===== config.mk =====
export PLATFORM = sky130hd
export DESIGN_NAME = aes_dispatch
export DESIGN_NICKNAME = d
export VERILOG_FILES = /design/src/rtl/aes_dispatch.sv
export SDC_FILE = /design/constraint.sdc
export NUM_CORES = 2
export LEC_CHECK = 0
export BUFFER_PORTS_ARGS = -buffer_cell sky130_fd_sc_hd__buf_2
export CAP_MARGIN = 0
export CELL_PAD_IN_SITES_DETAIL_PLACEMENT = 0
export CELL_PAD_IN_SITES_GLOBAL_PLACEMENT = 1
export CORE_AREA = 2 2 521 523
export CTS_BUF_LIST = sky130_fd_sc_hd__clkbuf_16
export DETAILED_ROUTE_END_ITERATION = 16
export DIE_AREA = 0 0 523 525
export PLACE_DENSITY = 0.48
export SKIP_CTS_REPAIR_TIMING = 1
export SLEW_MARGIN = 20
export SYNTH_ARGS = -nofsm -noshare
export SYNTH_HDL_FRONTEND = slang
export SYNTH_SLANG_ARGS = --single-unit

===== constraint.sdc =====
create_clock -name CLK -period 2.65 [get_ports CLK]
set_input_delay 0.1325 -clock CLK [delete_from_list [all_inputs] [get_ports CLK]]
set_output_delay 0.1325 -clock CLK [all_outputs]
set_load 0.02 [all_outputs]

===== src/rtl/aes_dispatch.sv =====
// Spreads an input block stream round-robin over NCH AES engines and returns the
// results in acceptance order. It also sequences key expansion, which waits until every engine is idle.
module aes_dispatch #(
    parameter int NCH   = 4,
    parameter int CNT_W = 32
) (
    input  logic               CLK,
    input  logic               RESETn,
    input  logic               KEY_START,
    output logic               KEY_BUSY,
    input  logic               S_VALID,
    output logic               S_READY,
    input  logic [127:0]       S_DATA,
    input  logic               S_MODE,
    output logic               M_VALID,
    input  logic               M_READY,
    output logic [127:0]       M_DATA,
    output logic [NCH-1:0]     ENG_START_CIPHER,
    output logic [NCH-1:0]     ENG_START_KEYEXP,
    output logic [NCH-1:0]     ENG_OP_MODE,
    output logic [NCH*128-1:0] ENG_DATA_IN,
    input  logic [NCH*128-1:0] ENG_DATA_OUT,
    input  logic [NCH-1:0]     ENG_OP_FINISH,
    input  logic [NCH-1:0]     ENG_EXP_FINISH,
    output logic [CNT_W-1:0]   BLK_CNT,
    output logic               PROT_ERR
);
    localparam int PTR_W = (NCH > 1) ? $clog2(NCH) : 1;

    typedef enum logic [2:0] {NOKEY, KEY_DRAIN, KEY_ISSUE, KEY_WAIT, RUN} state_t;
    typedef enum logic [1:0] {CH_FREE, CH_BUSY, CH_DONE} ch_t;

    state_t                r_state, w_state_nxt;
    ch_t                   r_ch [NCH];
    logic [PTR_W-1:0]      r_wr_ptr, r_rd_ptr;
    logic [NCH-1:0]        r_exp_done, r_exp_prev, r_op_prev, r_start, r_mode;
    logic [NCH-1:0][127:0] r_din, r_res;
    logic [CNT_W-1:0]      r_cnt;
    logic                  r_err;
    logic                  w_s_fire, w_m_fire, w_all_free;
    logic [NCH-1:0]        w_exp_rise, w_op_rise, w_busy;

    assign S_READY          = (r_state == RUN) && (r_ch[r_wr_ptr] == CH_FREE);
    assign M_VALID          = (r_ch[r_rd_ptr] == CH_DONE);
    assign M_DATA           = r_res[r_rd_ptr];
    assign KEY_BUSY         = (r_state == KEY_DRAIN) || (r_state == KEY_ISSUE) || (r_state == KEY_WAIT);
    assign ENG_START_KEYEXP = {NCH{r_state == KEY_ISSUE}};
    assign ENG_START_CIPHER = r_start;
    assign ENG_OP_MODE      = r_mode;
    assign ENG_DATA_IN      = r_din;
    assign BLK_CNT          = r_cnt;
    assign PROT_ERR         = r_err;

    assign w_s_fire   = S_VALID && S_READY;
    assign w_m_fire   = M_VALID && M_READY;
    assign w_exp_rise = ENG_EXP_FINISH & ~r_exp_prev;
    assign w_op_rise  = ENG_OP_FINISH & ~r_op_prev;

    always_comb begin
        w_all_free = 1'b1;
        w_busy     = '0;
        for (int c = 0; c < NCH; c++) begin
            w_busy[c] = (r_ch[c] == CH_BUSY);
            if (r_ch[c] != CH_FREE) w_all_free = 1'b0;
        end
    end

    always_comb begin
        w_state_nxt = r_state;
        case (r_state)
            NOKEY, RUN: if (KEY_START) w_state_nxt = KEY_DRAIN;
            KEY_DRAIN:  if (w_all_free) w_state_nxt = KEY_ISSUE;
            KEY_ISSUE:  w_state_nxt = KEY_WAIT;
            KEY_WAIT:   if (&r_exp_done) w_state_nxt = RUN;
            default:    w_state_nxt = NOKEY;
        endcase
    end

    always_ff @(posedge CLK) begin
        if (!RESETn) r_state <= NOKEY;
        else         r_state <= w_state_nxt;
    end

    always_ff @(posedge CLK) begin
        if (!RESETn) begin
            r_wr_ptr   <= '0;
            r_rd_ptr   <= '0;
            r_exp_done <= '0;
            r_exp_prev <= '0;
            r_op_prev  <= '0;
            r_start    <= '0;
            r_mode     <= '0;
            r_din      <= '0;
            r_res      <= '0;
            r_cnt      <= '0;
            r_err      <= 1'b0;
            for (int c = 0; c < NCH; c++) r_ch[c] <= CH_FREE;
        end else begin
            r_exp_prev <= ENG_EXP_FINISH;
            r_op_prev  <= ENG_OP_FINISH;
            r_start    <= '0;
            if (w_s_fire) begin
                r_din[r_wr_ptr]   <= S_DATA;
                r_mode[r_wr_ptr]  <= S_MODE;
                r_start[r_wr_ptr] <= 1'b1;
                r_wr_ptr <= (r_wr_ptr == PTR_W'(NCH-1)) ? '0 : r_wr_ptr + PTR_W'(1);
            end
            if (w_m_fire) begin
                r_rd_ptr <= (r_rd_ptr == PTR_W'(NCH-1)) ? '0 : r_rd_ptr + PTR_W'(1);
                r_cnt    <= r_cnt + CNT_W'(1);
            end
            if (r_state == KEY_ISSUE)     r_exp_done <= '0;
            else if (r_state == KEY_WAIT) r_exp_done <= r_exp_done | w_exp_rise;
            // Finish edges on idle channels, or key completions we never asked for, are logged only
            if ((w_op_rise & ~w_busy) != '0 || (r_state != KEY_WAIT && w_exp_rise != '0))
                r_err <= 1'b1;
            for (int c = 0; c < NCH; c++) begin
                if (w_s_fire && r_wr_ptr == PTR_W'(c)) begin
                    r_ch[c] <= CH_BUSY;
                end else if (r_ch[c] == CH_BUSY && w_op_rise[c]) begin
                    r_ch[c]  <= CH_DONE;
                    r_res[c] <= ENG_DATA_OUT[128*c +: 128];
                end else if (w_m_fire && r_rd_ptr == PTR_W'(c)) begin
                    r_ch[c] <= CH_FREE;
                end
            end
        end
    end
endmodule


==> summary.md <==
| Metric | Value |
|---|---|
| DRC Markers | 0 |
| Initial DRC count | around 2300 |
| Initial Util | 0.151 |
| Post-Syn Nets | between 5000 and 6000 |
| Worst Setup End Kind | primary output |
| Cell Area, Synth | between 40000 and 50000 µm² |
| Layout area overhead | 56.5% |
| Slew Limit Fails | 0 |
| Clock skew | about 0.066 ns |
| R2R Path Start | r_ch[3][0]$_SDFFCE_PP0P_ |
| Root Driver | clkbuf_16 |
| Hold Startpoint | ENG_DATA_OUT[287] |
| Slew at the pin closest to its max-slew limit | roughly 1.1 ns |
| Clock transition at the registers of the reported paths | roughly 0.05 ns |
| Clock Path Buffers | 4 |
| Worst reg2reg setup slack | roughly 0.27 ns |
| Slew headroom | 0.282 |
| RePlAce Congestion | between 0.8 and 0.9 |
| Setup TNS | 0 ns |
| Hold_ws | 0.116 ns |
| DRT antenna net count | 0 |
| Most frequent cells in the layout | buf_2, nand2_1, dfxtp_1 |
| CP max FO | 21 |
| Crit path DAT | 2.48 ns |
| Hold depth | 4 |
| Largest net degree at the start of global routing | 158 |
| RSZ-0062 raised after global routing | true |
| Final WL | ~230000 µm |
| Sw Ratio | 0.254 |
| CP Data Required Time | between 2 and 3 ns |
| HPWL after DPL | 173000 µm |
| Crit start category | flip-flop |
| Hold Crit Class | primary input to flip-flop |
| Routed via count | 41100 |
| Period utilization | 0.986 |
| Reg2reg path depth | 8 |
| Ports | between 1000 and 1500 |
| Synthesized flop and latch total | 1096 |
| Ys async rst share | 0 |
| Residual overflow from global routing | 0 |
| Row count | ~190 |
| Initial antenna violation count | 49 |
| Per-cell routed wire length | around 23 µm |
| Area taken by multi-input logic gates | between 15000 and 20000 µm² |
| Final Hold Vio Count | 0 |
| Pleak | ~0.026 µW |
| Share of layout cells above drive strength 1 | 0.291 |
| Final Setup Violations | 0 |
| Part of the power in registers | 0.435 |
| Storage cell area | 22000 µm² |
| Commonest non-fill, non-tap cell in the layout | buf_2 |
| CTS Buf Count | ~140 |
| P_int | roughly 29000 µW |
| IO Port Bufs | ~1300 |
| F_max | between 300 and 400 MHz |
| Comb power frac | 0.091 |
| Post-synth EDFFs | 8 |
| Die height | between 500 and 600 µm |
| Core area | between 200000 and 300000 µm² |
| NetSw | between 9000 and 10000 µW |
| DRT Pass-1 Iters | 5 |
| Fillers | slightly below 30000 |
| Vias in the first global route | between 30000 and 40000 |
| Die area | ~270000 µm² |
| Worst vdd ir | approximately 0.37 mV |
| Max-cap violations | 0 |
| Clock network power share | 0.474 |
| Minimum clock period | 2.61 ns |
| Hold Crit Endpoint | r_res[287]$_SDFFE_PN0N_ |
| Final #Nets | about 7100 |
| Via-to-Cell Ratio | about 4 |
| Cells after Synth | between 4000 and 5000 |
| Die Wd | ~520 µm |
| Reg2reg end | BLK_CNT[24]$_SDFFE_PN0N_ |
| Clk Latency, worst-skew pair | 0.81 ns |
| Crit Path Class | flip-flop to primary output |
| Post-synthesis average cell area | just over 9 µm² |
| Seq/Total Area, Yosys | 0.540 |
| CTS tree | yes |
| Tot GR Track Use | 0.156 |
| Outcome | complete, no violations |
| Pwr dens | between 600 and 700 nW/µm² |
| Yosys warns | 0 |
| First-pass GRT wire length | slightly above 300000 µm |
| Max H-tree Level | 4 |
| Ys flop type | dfxtp_1 |
| Clock sink count | about 1100 |
| Yosys cell types | 46 |
==> worst max-delay path, stage by stage (launching register included) <==
cell and delay [ns]:
dfxtp_4 0.36, buf_16 0.22, clkbuf_16 0.28, mux4_2 0.54, buf_2 0.18
==> through the flow <==
stage	worst slack, ns	utilization	power [µW]	instances	area, µm²
2_1_floorplan	0.526	-	18200	4449	40800
3_3_place_gp	-0.0708	0.195	19900	9175	52400
3_5_place_dp	-0.0852	0.195	19900	9175	52400
4_1_cts	-0.287	0.210	38400	9418	56700
5_1_grt	-0.0748	0.237	40200	10100	63800
6_report	0.0359	0.237	38700	10100	63800
==> Yosys cell counts (5+ instances only) <==
cell / count / area, µm²
xnor2_1: 19 / 166
edfxtp_1: 8 / 240
a21oi_1: 532 / 2660
inv_1: 7 / 26.3
nand3_1: 271 / 1360
mux4_2: 130 / 2930
clkbuf_1: 166 / 623
and2_1: 18 / 113
o21ai_1: 9 / 45.0
nor2b_1: 9 / 56.3
o21ai_0: 252 / 1260
dfxtp_1: 1088 / 21800
buf_1: 25 / 93.8
buf_4: 15 / 113
ha_1: 9 / 113
nor2_1: 48 / 180
a22o_1: 258 / 2260
buf_2: 143 / 716
nand2b_1: 11 / 68.8
nand2_1: 1311 / 4920
buf_6: 37 / 417
nand3b_1: 5 / 37.5
xor2_1: 6 / 52.6
and3_1: 14 / 87.6
nand4_1: 13 / 81.3
==> final cells by class <==
cell class	instances	share of cell area
Antenna cell	21	0.000824
Sequential cell	1096	0.345
Tap cell	3570	0.0700
Clock buffer	147	0.0577
Timing Repair Buffer	2223	0.252
Multi-Input combinational cell	2958	0.264
Clock inverter	96	0.00928
Inverter	9	0.000686
==> power by group through the flow <==
stage | logic [µW] | registers [µW] | clock network [µW]
after CTS | 2670 | 16900 | 18900
after floorplan | 1050 | 17200 | 0
after detailed placement | 2660 | 17200 | 0
after global routing | 3770 | 16900 | 19500
final | 3540 | 16800 | 18300
after global placement | 2660 | 17200 | 0
==> registers in the layout, indices dropped and copies added (netlist names), named ones only <==
register	cells
ENG_DATA_IN	512
r_exp_prev	4
PROT_ERR	1
ENG_START_CIPHER	4
r_op_prev	4
r_state	3
r_ch	8
BLK_CNT	32
r_wr_ptr	2
ENG_OP_MODE	4
r_exp_done	4
r_rd_ptr	2
r_res	512
==> kinds of logic after synthesis <==
| group | count (synthesis) | share of synthesized area |
|---|---|---|
| fa+ha+maj | 9 | 0.00276 |
| simple gates | 1728 | 0.175 |
| xor+xnor | 25 | 0.00537 |
| buf+inv | 395 | 0.0490 |
| mux | 132 | 0.0723 |
| compound gates | 1064 | 0.155 |
| flops | 1096 | 0.540 |
==> metal layers <==
layer | up-vias | track usage | wire length (µm)
met5 | - | 0 | 121
met4 | 18 | 0.0400 | 6010
met3 | 311 | 0.0361 | 13700
met2 | 1561 | 0.277 | 115000
met1 | 19900 | 0.188 | 95100
li1 | 19300 | - | -
==> how the worst max path moves through the flow <==
stage	end	slack (ns)	startpoint	depth (start not counted)
global route	M_DATA[4]	-0.07	r_rd_ptr[0]$_SDFFE_PN0N_	4
global placement	ENG_DATA_IN[226]$_SDFFE_PN0P_	-0.07	r_ch[3][1]$_SDFFCE_PP0P_	6
CTS	M_DATA[17]	-0.29	r_rd_ptr[0]$_SDFFE_PN0N_	3
floorplan	BLK_CNT[12]$_SDFFE_PN0N_	0.53	r_ch[3][0]$_SDFFCE_PP0P_	7
detailed placement	ENG_DATA_IN[223]$_SDFFE_PN0P_	-0.09	r_ch[1][0]$_SDFFCE_PP0P_	6
finish	M_DATA[42]	0.04	r_rd_ptr[0]$_SDFFE_PN0N_	4
(Power assumes the default switching activity.)
